==> config.mk <==
export PLATFORM = sky130hd
export DESIGN_NAME = rs485_uart_tx
export DESIGN_NICKNAME = d
export VERILOG_FILES = /design/src/rtl/rs485_uart_tx.sv
export SDC_FILE = /design/constraint.sdc
export NUM_CORES = 1
export LEC_CHECK = 0
export CORE_MARGIN = 1
export CORE_UTILIZATION = 40
export CTS_BUF_LIST = sky130_fd_sc_hd__clkbuf_8
export DETAILED_ROUTE_END_ITERATION = 10
export GPL_TIMING_DRIVEN = 1
export PLACE_DENSITY = 0.6
export SKIP_CTS_REPAIR_TIMING = 1
export SYNTH_ARGS = -nofsm -noshare
export SYNTH_HDL_FRONTEND = slang
export SYNTH_SLANG_ARGS = --single-unit
export TNS_END_PERCENT = 100
==> constraint.sdc <==
create_clock -name clk -period 2.7 [get_ports clk]
set_input_delay 0.54 -clock clk [delete_from_list [all_inputs] [get_ports clk]]
set_output_delay 0.54 -clock clk [all_outputs]
set_load 0.05 [all_outputs]
==> src/rtl/rs485_uart_tx.sv <==
// Half-duplex RS485 8N1 transmitter with one-byte holding buffer and DE lead/tail guard times.
// Optional even parity bit between data and stop when RS485_TX_PARITY_EN is defined.
module rs485_uart_tx #(
  parameter int BIT_DIV   = 16,
  parameter int LEAD_BITS = 1,
  parameter int TAIL_BITS = 2
) (
  input  logic       clk,
  input  logic       reset,
  input  logic [7:0] din,
  input  logic       din_valid,
  output logic       din_ready,
  output logic       tx,
  output logic       tx_en,
  output logic       busy
);

  localparam logic [15:0] DIV_LAST  = 16'(BIT_DIV - 1);
  localparam logic [15:0] LEAD_LAST = 16'(LEAD_BITS - 1);
  localparam logic [15:0] TAIL_LAST = 16'(TAIL_BITS - 1);

  typedef enum logic [2:0] {
    IDLE,
    LEAD,
    START,
    DATA,
`ifdef RS485_TX_PARITY_EN
    PARITY,
`endif
    STOP,
    TAIL
  } state_t;

  state_t      state_q, state_d;
  logic [15:0] div_q, div_d;
  logic [15:0] cnt_q, cnt_d;
  logic [7:0]  shift_q, shift_d;
  logic [7:0]  hold_q, hold_d;
  logic        hold_full_q, hold_full_d;
  logic        din_ready_q, din_ready_d;
  logic        tx_q, tx_d;
  logic        tx_en_q, tx_en_d;
  logic        busy_q, busy_d;
  logic        accept;
  logic        load;
  logic        bit_end;
  logic        parity_q, parity_d;

`ifdef RS485_TX_PARITY_EN
  function automatic logic even_parity(input logic [7:0] b);
    return ^b;
  endfunction
`endif

  assign din_ready = din_ready_q;
  assign tx        = tx_q;
  assign tx_en     = tx_en_q;
  assign busy      = busy_q;

  // Next-state, divider, shifter, holding register and registered output values
  always_comb begin
    state_d     = state_q;
    cnt_d       = cnt_q;
    shift_d     = shift_q;
    hold_d      = hold_q;
    hold_full_d = hold_full_q;
    parity_d    = parity_q;
    load        = 1'b0;
    accept      = din_valid && !hold_full_q;
    bit_end     = (div_q == DIV_LAST);

    if (state_q != IDLE) begin
      div_d = bit_end ? 16'd0 : div_q + 16'd1;
    end else begin
      div_d = 16'd0;
    end

    case (state_q)
      IDLE: begin
        if (hold_full_q) begin
          cnt_d = 16'd0;
          if (LEAD_BITS != 0) begin
            state_d = LEAD;
          end else begin
            state_d = START;
            load    = 1'b1;
          end
        end else begin
          state_d = IDLE;
        end
      end
      LEAD: begin
        if (bit_end) begin
          if (cnt_q == LEAD_LAST) begin
            state_d = START;
            load    = 1'b1;
            cnt_d   = 16'd0;
          end else begin
            cnt_d = cnt_q + 16'd1;
          end
        end else begin
          state_d = LEAD;
        end
      end
      START: begin
        if (bit_end) begin
          state_d = DATA;
          cnt_d   = 16'd0;
        end else begin
          state_d = START;
        end
      end
      DATA: begin
        if (bit_end) begin
          shift_d = {1'b0, shift_q[7:1]};
          if (cnt_q == 16'd7) begin
`ifdef RS485_TX_PARITY_EN
            state_d = PARITY;
`else
            state_d = STOP;
`endif
            cnt_d = 16'd0;
          end else begin
            cnt_d = cnt_q + 16'd1;
          end
        end else begin
          state_d = DATA;
        end
      end
`ifdef RS485_TX_PARITY_EN
      PARITY: begin
        if (bit_end) begin
          state_d = STOP;
        end else begin
          state_d = PARITY;
        end
      end
`endif
      STOP: begin
        if (bit_end) begin
          cnt_d = 16'd0;
          if (hold_full_q) begin
            state_d = START;
            load    = 1'b1;
          end else if (TAIL_BITS != 0) begin
            state_d = TAIL;
          end else begin
            state_d = IDLE;
          end
        end else begin
          state_d = STOP;
        end
      end
      TAIL: begin
        // A new byte cuts the tail short; the driver is already enabled so no re-lead.
        if (hold_full_q) begin
          state_d = START;
          load    = 1'b1;
          div_d   = 16'd0;
          cnt_d   = 16'd0;
        end else if (bit_end) begin
          if (cnt_q == TAIL_LAST) begin
            state_d = IDLE;
          end else begin
            cnt_d = cnt_q + 16'd1;
          end
        end else begin
          state_d = TAIL;
        end
      end
      default: begin
        state_d = IDLE;
      end
    endcase

    if (load) begin
      shift_d     = hold_q;
      hold_full_d = 1'b0;
`ifdef RS485_TX_PARITY_EN
      parity_d    = even_parity(hold_q);
`else
      parity_d    = 1'b0;
`endif
    end else begin
      parity_d = parity_q;
    end

    if (accept) begin
      hold_d      = din;
      hold_full_d = 1'b1;
    end else begin
      hold_d = hold_q;
    end

    case (state_d)
      START:   tx_d = 1'b0;
      DATA:    tx_d = shift_d[0];
`ifdef RS485_TX_PARITY_EN
      PARITY:  tx_d = parity_d;
`endif
      default: tx_d = 1'b1;
    endcase

    tx_en_d     = (state_d != IDLE);
    busy_d      = (state_d != IDLE) || hold_full_d;
    din_ready_d = !hold_full_d;
  end

  // State and output registers
  always_ff @(posedge clk or posedge reset) begin
    if (reset) begin
      state_q     <= IDLE;
      div_q       <= 16'd0;
      cnt_q       <= 16'd0;
      shift_q     <= 8'd0;
      hold_q      <= 8'd0;
      hold_full_q <= 1'b0;
      parity_q    <= 1'b0;
      din_ready_q <= 1'b1;
      tx_q        <= 1'b1;
      tx_en_q     <= 1'b0;
      busy_q      <= 1'b0;
    end else begin
      state_q     <= state_d;
      div_q       <= div_d;
      cnt_q       <= cnt_d;
      shift_q     <= shift_d;
      hold_q      <= hold_d;
      hold_full_q <= hold_full_d;
      parity_q    <= parity_d;
      din_ready_q <= din_ready_d;
      tx_q        <= tx_d;
      tx_en_q     <= tx_en_d;
      busy_q      <= busy_d;
    end
  end

endmodule
==> results of run 1 <==
state kept, by name, summed over array words and instances (netlist names):
signal and flops:
tx_en 1, state_q 3, cnt_q 16, din_ready 1
shift_q 8, hold_q 8, hold_full_q 1, busy 1
div_q 16, tx 1
layer usage:
metal  wire [um]  vias up  global-route usage
li1            -     1089                   -
met1        2850     1074               0.231
met2        2760       37               0.273
met3         178        6              0.0360
met4          89        0              0.0606
met5           0        -                   0
power by group through the flow:
stage | combinational (uW) | sequential (uW) | clock [uW]
2_1_floorplan | 593 | 1230 | 0
6_report | 827 | 1210 | 461
5_1_grt | 929 | 1240 | 513
3_5_place_dp | 829 | 1230 | 0
4_1_cts | 831 | 1210 | 482
3_3_place_gp | 813 | 1220 | 0
worst min-delay path by stage:
| stage | end | slack [ns] |
|---|---|---|
| after global routing | shift_q[6]$_DFFE_PP0P_ | 0.49 |
| after global placement | shift_q[5]$_DFFE_PP0P_ | 0.46 |
| after floorplan | shift_q[7]$_DFFE_PP0P_ | 0.45 |
| after detailed placement | shift_q[1]$_DFFE_PP0P_ | 0.47 |
| after CTS | shift_q[6]$_DFFE_PP0P_ | 0.49 |
| final | shift_q[3]$_DFFE_PP0P_ | 0.49 |
area by class of cell:
class                           instances  area [sq um]
Timing Repair Buffer                   24           228
Clock inverter                          3          20.0
Inverter                                9          33.8
Multi-Input combinational cell        213          1410
Tap cell                               96           120
Fill cell                             695          3630
Clock buffer                            5          68.8
Sequential cell                        56          1400
cell families (layout without fill, tap and decap cells):
group / after synthesis / count (layout)
AOI/OAI and AO/OA: 71 / 71
xor gates and xnor gates: 14 / 14
adders and majority gates: 4 / 4
buffers and inverters: 20 / 41
DFF: 56 / 56
muxes: 10 / 10
and+or+nand+nor: 114 / 114
per-stage QoR:
step,total power (uW),std cells,util,area (sq um)
final,2500,406,0.475,3280
after global routing,2680,406,0.475,3280
after CTS,2530,406,0.474,3270
after detailed placement,2060,398,0.461,3180
after global placement,2040,398,0.461,3180
after floorplan,1830,289,-,2890
layout by cell type, fill, tap and decap left out, types with 2 or more instances in the layout:
cell,instances
a21oi_1,7
nor3b_1,2
and3_1,7
nor4_1,5
or4_1,3
xnor2_1,4
dfrtp_1,54
or4_4,3
a21o_1,6
nand3_1,16
o21ai_0,22
o41ai_1,2
o22ai_1,2
a22o_1,7
clkbuf_8,5
a21boi_0,7
nand2b_1,5
xor2_1,10
inv_1,9
o31ai_1,8
ha_1,4
nor2b_1,2
nor2_1,25
nor3_1,4
buf_4,9
a211o_1,2
nand4_1,5
dfstp_2,2
mux2i_1,2
and4_1,3
and2_1,3
mux2_2,8
clkdlybuf4s50_1,14
nand2_1,22
nor4b_1,3
==> impl.org, run 1 <==
** Outcome
- The flow ran to the end, and the final reports show no timing, DRC or antenna violations.

** Power and ir drop
- Internal power comes to 1610 uW.
- For this design the static power due to leakage is 0.00145 uW.
- Of the total power, the share spent switching nets is 0.356.
- For this design the ratio of total power to cell area is 762 nW/um^2.
- In this run the power spent charging and discharging nets is 891 uW.
- Logic gate share of total power :: 0.331
- Of the total power, the clock network draws 0.184.
- The worst-case IR drop observed on VDD is 0.346 mV.
- Of the total power, registers draw 0.485.

** Logic synthesis
- Xor/xnor share of the synthesized area :: 0.0424
- Yosys instantiated no cell more often than dfrtp_1.
- Number of cells produced by synthesis :: 289
- Library cells used by synthesis :: 48
- Summing every instance area after synthesis gives 2890 sq um.
- Number of enable flip-flop cells after synthesis :: 0
- Of the synthesized area, sequential elements account for 0.485.
- Share of the synthesized area in the top cell type :: 0.467
- Leading cell types by count after synthesis :: dfrtp_1 (54), nor2_1 (25), nand2_1 (22), o21ai_0 (22), nand3_1 (16)
- Total nets after synthesis :: ~300
- By area, the combinational part of the netlist is dominated by simple AND/OR/NAND/NOR gates.
- Summed over all instances, the cell type with the most area after synthesis is dfrtp_1.
- The synthesized-area fraction occupied by ao, oa, aoi and oai cells came to 0.170.
- After synthesis, the share of cell area in mux cells is 0.0380.
- Average cell area after synthesis :: 10.0 sq um
- Count of state elements after synthesis :: 56
- Of the total synthesized cell area, the portion taken by AND, OR, NAND and NOR gates is 0.216.
- Biggest area contributors in the synthesized netlist :: dfrtp_1 (47%), o21ai_0 (3.8%), nor2_1 (3.2%), mux2_2 (3.1%), xor2_1 (3.0%)
- Of the total synthesized cell area, the portion taken by full adders, half adders and majority gates is 0.0173.
- The most used flip-flop cell after synthesis is dfrtp_1.
- Counting flops with an async set or reset pin after synthesis yields a share of 1.00.
- Yosys warns :: 0

** Setup path
- The number of cells on the worst reg-to-reg path is 7.
- For this run, the slowest stage of the critical path takes 0.61 ns.
- The most critical setup path has its endpoint at cnt_q[15]$_DFFE_PP0P_.
- In this run the worst setup path begins at div_q[4]$_DFF_PP0_.
- Largest driver fanout on the critical path :: 18
- The cell family contributing the most delay on the critical path is simple AND/OR/NAND/NOR gates.
- Worst R2R Setup Slack :: 0.1 ns
- The worst setup path is captured at a flip-flop.
- Sort of element at the start of the critical path :: flip-flop
- Kind of critical path :: flip-flop to flip-flop
- The worst register-to-register path begins at div_q[4]$_DFF_PP0_.
- Number of buffers and inverters on the critical path :: 1
- CP Data Arrival Time :: 2.79 ns
- Worst-path cell chain :: or4_4 > or4_4 > o31ai_4 > a21oi_2 > buf_4 > o21ai_0 > o41ai_2
- For this design, the slowest cell found on the critical path is or4_4.
- WP depth :: 7
- Among the stages of the critical path, the cell type that occurs most often is or4_4.
- In this run the critical register-to-register path is captured at cnt_q[15]$_DFFE_PP0P_.
- Worst Path Required :: 2.89 ns

** Min path
- The path class of the tightest hold or removal check is flip-flop to flip-flop.
- Worst hold path depth :: 1
- The worst hold path begins at shift_q[3]$_DFFE_PP0P_.

** Floorplanning
- Die Area :: 7580 sq um
- The total area inside the core boundary comes to between 6000 and 7000 sq um.
- Count of standard-cell rows :: 30
- In this run the horizontal extent of the chip is 87.1 um.
- For this configuration, the core starts out at a cell density of 0.419.
- For this design the top-level I/O count stands at 15.
- Die H :: 87.1 um

** STA
- Final-report max-slew violation count :: 0
- Fin Clk Skew :: 0.0112 ns
- Tightest Pin Transition :: ~0.6 ns
- Ratio of final minimum period to clock period :: 0.964
- Hold timing on the final database bottoms out at a slack of between 0.4 and 0.5 ns.
- Based on the critical path, the design can be clocked at up to 384 MHz.
- Setup repair after global routing left no endpoint under its margin.
- Hold Violations, Final :: 0
- Total setup violations reported at the end of the flow :: 0
- Final critical-path setup slack :: 0.0970 ns
- The worst path needs 2.60 ns of the cycle, external delays included.
- Final-layout setup total negative slack :: 0 ns
- Relative max-transition margin :: 0.602

** Placed design
- Count of buffers inserted at the top-level ports :: 14
- The congestion estimate from routability-driven global placement came to 0.878.
- Sum of net half-perimeters after detailed placement :: around 4000 um
- Pre-CTS WS :: 0.128 ns

** GRT
- Maximum number of pins on one net before global-route repair :: 32
- Number of antenna violations at the first check in global routing :: 0
- The via count of the first global-routing pass came to ~2200.
- Global-route wire length before repair :: 10200 um
- For this run, the total global-route usage over all layers was measured as 0.171.
- Total congestion overflow after global routing :: 0

** Clocking
- The clock drives 56 sinks.
- Largest buffer count on any clock path :: 2
- The cell sitting at the root of the clock tree is a clkbuf_8.
- TritonCTS clock tree :: done
- The clock tree synthesis step divided the H-tree into 2 levels.
- Clock-pin slew was measured on the worst setup and hold paths at 0.10 ns.
- Number of buffers inserted during clock tree synthesis :: 5
- Later-pin clock latency in the skew report :: between 0.3 and 0.4 ns

** Routing
- DR pass1 iterations :: 4
- In the routed design, unresolved DRC markers number 0.
- The routed design has around 5900 um of wire.
- Number of nets still failing antenna checks after routing :: 0
- Routed wirelength normalized by instance count :: 14.5 um
- The first routing iteration left 111 violations.
- Dividing the detail-routed via count by the number of cells gives 5.43.
- For this block, the via count after detailed routing is about 2200.

** Cells and area
- The area growth from synthesis to layout is 13.4%.
- Inserted Diodes :: 0
- Final Net Count :: 324
- Of the cells placed in the final design, the portion with a size suffix greater than 1 is 0.116.

** Flow run
- The tool flagged a number of max-cap violations equal to 0.
No activity file was read; power rests on OpenSTA's default activity.
==> run 2: changes to the inputs <==
CTS_BUF_LIST = not set   (was sky130_fd_sc_hd__clkbuf_8)
==> impl.org, run 2 (synthesis gave the netlist of run 1 again) <==
** Min path
- Min-Delay Path Class :: flip-flop to flip-flop

** Cells and area
- Multi-input gate area :: 1410 sq um
- Synthesis-to-finish area growth :: 13.4%
- The final layout contains between 300 and 400 nets.
- Most common cell after layout, fill and taps aside :: dfrtp_1
- Share of final-layout standard cells stronger than drive strength 1 :: 0.116
- The filler cells instantiated in the layout total 695.
- Inserted Diodes :: 0
- In the final layout, the registers with the most flip-flops are cnt_q x16, div_q x16.
- The sequential cells in the finished layout cover a total of 1400 sq um.
- The library cells used most frequently in the layout, excluding fill and tap cells, are dfrtp_1 (54), nor2_1 (25), nand2_1 (22), o21ai_0 (22), nand3_1 (16).

** STA
- Measured against its own limit, the worst slew margin works out to 0.602.
- Tightest Pin Transition :: roughly 0.60 ns
- On the final layout, the worst clock skew is 0.0111 ns.
- Setup repair after global routing missed its margin :: no
- Worst hold slack after final layout :: 0.489 ns
- The final hold violation count is 0.
- The final-report max-slew violation count was 0.
- Max Fclk :: around 380 MHz
- For the final routed database, the setup TNS stands at 0 ns.
- Clock period minus final worst setup slack :: 2.60 ns
- Dividing the final minimum period by the clock period gives 0.964.
- Setup violations remaining at the end of the flow were counted as 0.

** Floorplanning
- Count of standard-cell rows :: 30
- In this run the count of I/O pins placed on the die edge is 15.
- For this configuration, the core starts out at a cell density of 0.419.
- The floorplan step defined a die boundary enclosing 7580 sq um.
- The die is 87.1 um wide.
- Placeable Area :: 6910 sq um
- Die H :: 87.1 um

** Routing
- Routed WL :: 5880 um
- In the routed design, unresolved DRC markers number 0.
- Dividing the detail-routed via count by the number of cells gives around 5.4.
- In the final routed layout, each cell accounts on average for 14.5 um.
- Number of nets still failing antenna checks after routing :: 0
- DRT iter0 DRCs :: between 100 and 150
- Summing over every cut layer, the via total after detailed routing is roughly 2200.
- DR pass1 iterations :: 4

** GRT
- Most used routing layer :: met2
- Total congestion overflow after global routing :: 0
- Number of antenna violations at the first check in global routing :: 0
- Entering global routing, the biggest net connects 32 pins.
- The first global-routing pass estimated roughly 10000 um of wire.
- For this run, global-route usage on met2 was measured as 0.273.
- Met3 Resource Use GR :: 0.0360
- The via count of the first global-routing pass was 2214.
- GRT Total Usage :: 0.171
- GR Layer Usage met1 :: 0.231

** Setup path
- Sort of element at the start of the critical path :: flip-flop
- Delay of the slowest cell on the worst path :: 0.61 ns
- Slowest CP cell :: or4_4
- Element type at the critical path end :: flip-flop
- Data on the critical path is required at its endpoint by 2.89 ns.
- CP Data Arrival Time :: 2.79 ns
- Worst-path cell chain :: or4_4 > or4_4 > o31ai_4 > a21oi_2 > buf_4 > o21ai_0 > o41ai_2
- The most numerous cell type found on the critical path is or4_4.
- Largest driver fanout on the critical path :: 18
- Kind of critical path :: flip-flop to flip-flop

** Power and ir drop
- IR drop worst, VDD :: 0.346 mV
- The completed layout was analyzed and its total power is 2500 uW.
- Switching component of the power :: 891 uW
- Of the total power, the clock network draws 0.186.
- Internal power comes to 1610 uW.
- Fraction of power spent switching nets :: 0.356
- Of the total power, combinational logic draws 0.330.
- Power density over the cells :: 763 nW/um^2
- Leakage power of the design :: 0.00145 uW
- Seq pwr share :: 0.484

** Clocking
- No sink is reached through more buffers than the 2 on the longest clock path.
- The clock reaches the later pin of the worst-skew pair after 0.31 ns.
- Number of sinks on the clock net :: 56
- TritonCTS built the clock tree.
- Number of buffers inserted during clock tree synthesis :: 5
- Clock edge transition at the registers on the reported setup and hold paths :: around 0.10 ns
- The H-tree generated during clock tree synthesis spans 2 levels.
- CTS Root Buffer Type :: clkbuf_8

** Placed design
- Summed over all nets, the half-perimeter wirelength after detailed placement is 4010 um.
- The congestion estimate from routability-driven global placement came to a little under 0.9.
- Buffers placed on the I/O ports in this run total 14.

** Flow run
- Across the run, the number of max-cap violations was 0.

** Outcome
- The run finished with clean final reports.
-- run 2: changes by cell type in the layout (fill, tap and decap cells not counted) --
cell / before / now
inv_1: 9 / 8
clkbuf_1: 0 / 1
-- run 2: cell type report --
cell class	instances	area share
Inverter	9	0.0103
Clock inverter	2	0.00496
Tap cell	96	0.0366
Timing Repair Buffer	24	0.0694
Clock buffer	6	0.0221
Multi-Input combinational cell	213	0.429
Sequential cell	56	0.428
-- run 2: path summary, 6_finish.rpt --
path	cells past startpoint	slack, ns	start	end
max in group asynchronous	3	1.46	reset	tx$_DFF_PP1_
setup reg to reg	7	0.1	div_q[4]$_DFF_PP0_	cnt_q[15]$_DFFE_PP0P_
min in group asynchronous	2	0.60	reset	div_q[15]$_DFF_PP0_
hold / removal	1	0.49	shift_q[3]$_DFFE_PP0P_	shift_q[3]$_DFFE_PP0P_
hold reg to reg	1	0.49	shift_q[3]$_DFFE_PP0P_	shift_q[3]$_DFFE_PP0P_
setup / recovery	7	0.1	div_q[4]$_DFF_PP0_	cnt_q[15]$_DFFE_PP0P_
-- run 2: power by group through the flow --
| stage | Sequential [uW] | Combinational (uW) | Clock (uW) |
|---|---|---|---|
| 4_1_cts | 1210 | 831 | 485 |
| 5_1_grt | 1240 | 929 | 517 |
| 3_5_place_dp | 1230 | 829 | 0 |
| 2_1_floorplan | 1230 | 593 | 0 |
| 3_3_place_gp | 1220 | 813 | 0 |
| 6_report | 1210 | 827 | 465 |
-- run 2: per-layer routing --
metal / wire length (um) / vias up / part of all wire
met1: 2850 / 1074 / 0.48
met4: 89 / 0 / 0.015
met3: 178 / 6 / 0.030
li1: - / 1089 / -
met2: 2760 / 37 / 0.47
met5: 0 / - / 0
-- run 2: worst max-delay path: cells and delay by family (launching register included) --
family          cells  cell delay [ns]
simple gates        2             1.17
flops               1             0.42
buf+inv             1             0.19
compound gates      4             0.69
-- run 2: through the flow --
stage | worst slack, ns | instances | utilization | cell area [sq um]
after floorplan | 0.213 | 289 | - | 2890
after global placement | 0.198 | 398 | 0.461 | 3180
after detailed placement | 0.128 | 398 | 0.461 | 3180
after CTS | 0.104 | 406 | 0.474 | 3270
after global routing | 0.0275 | 406 | 0.475 | 3280
final | 0.0974 | 406 | 0.475 | 3280
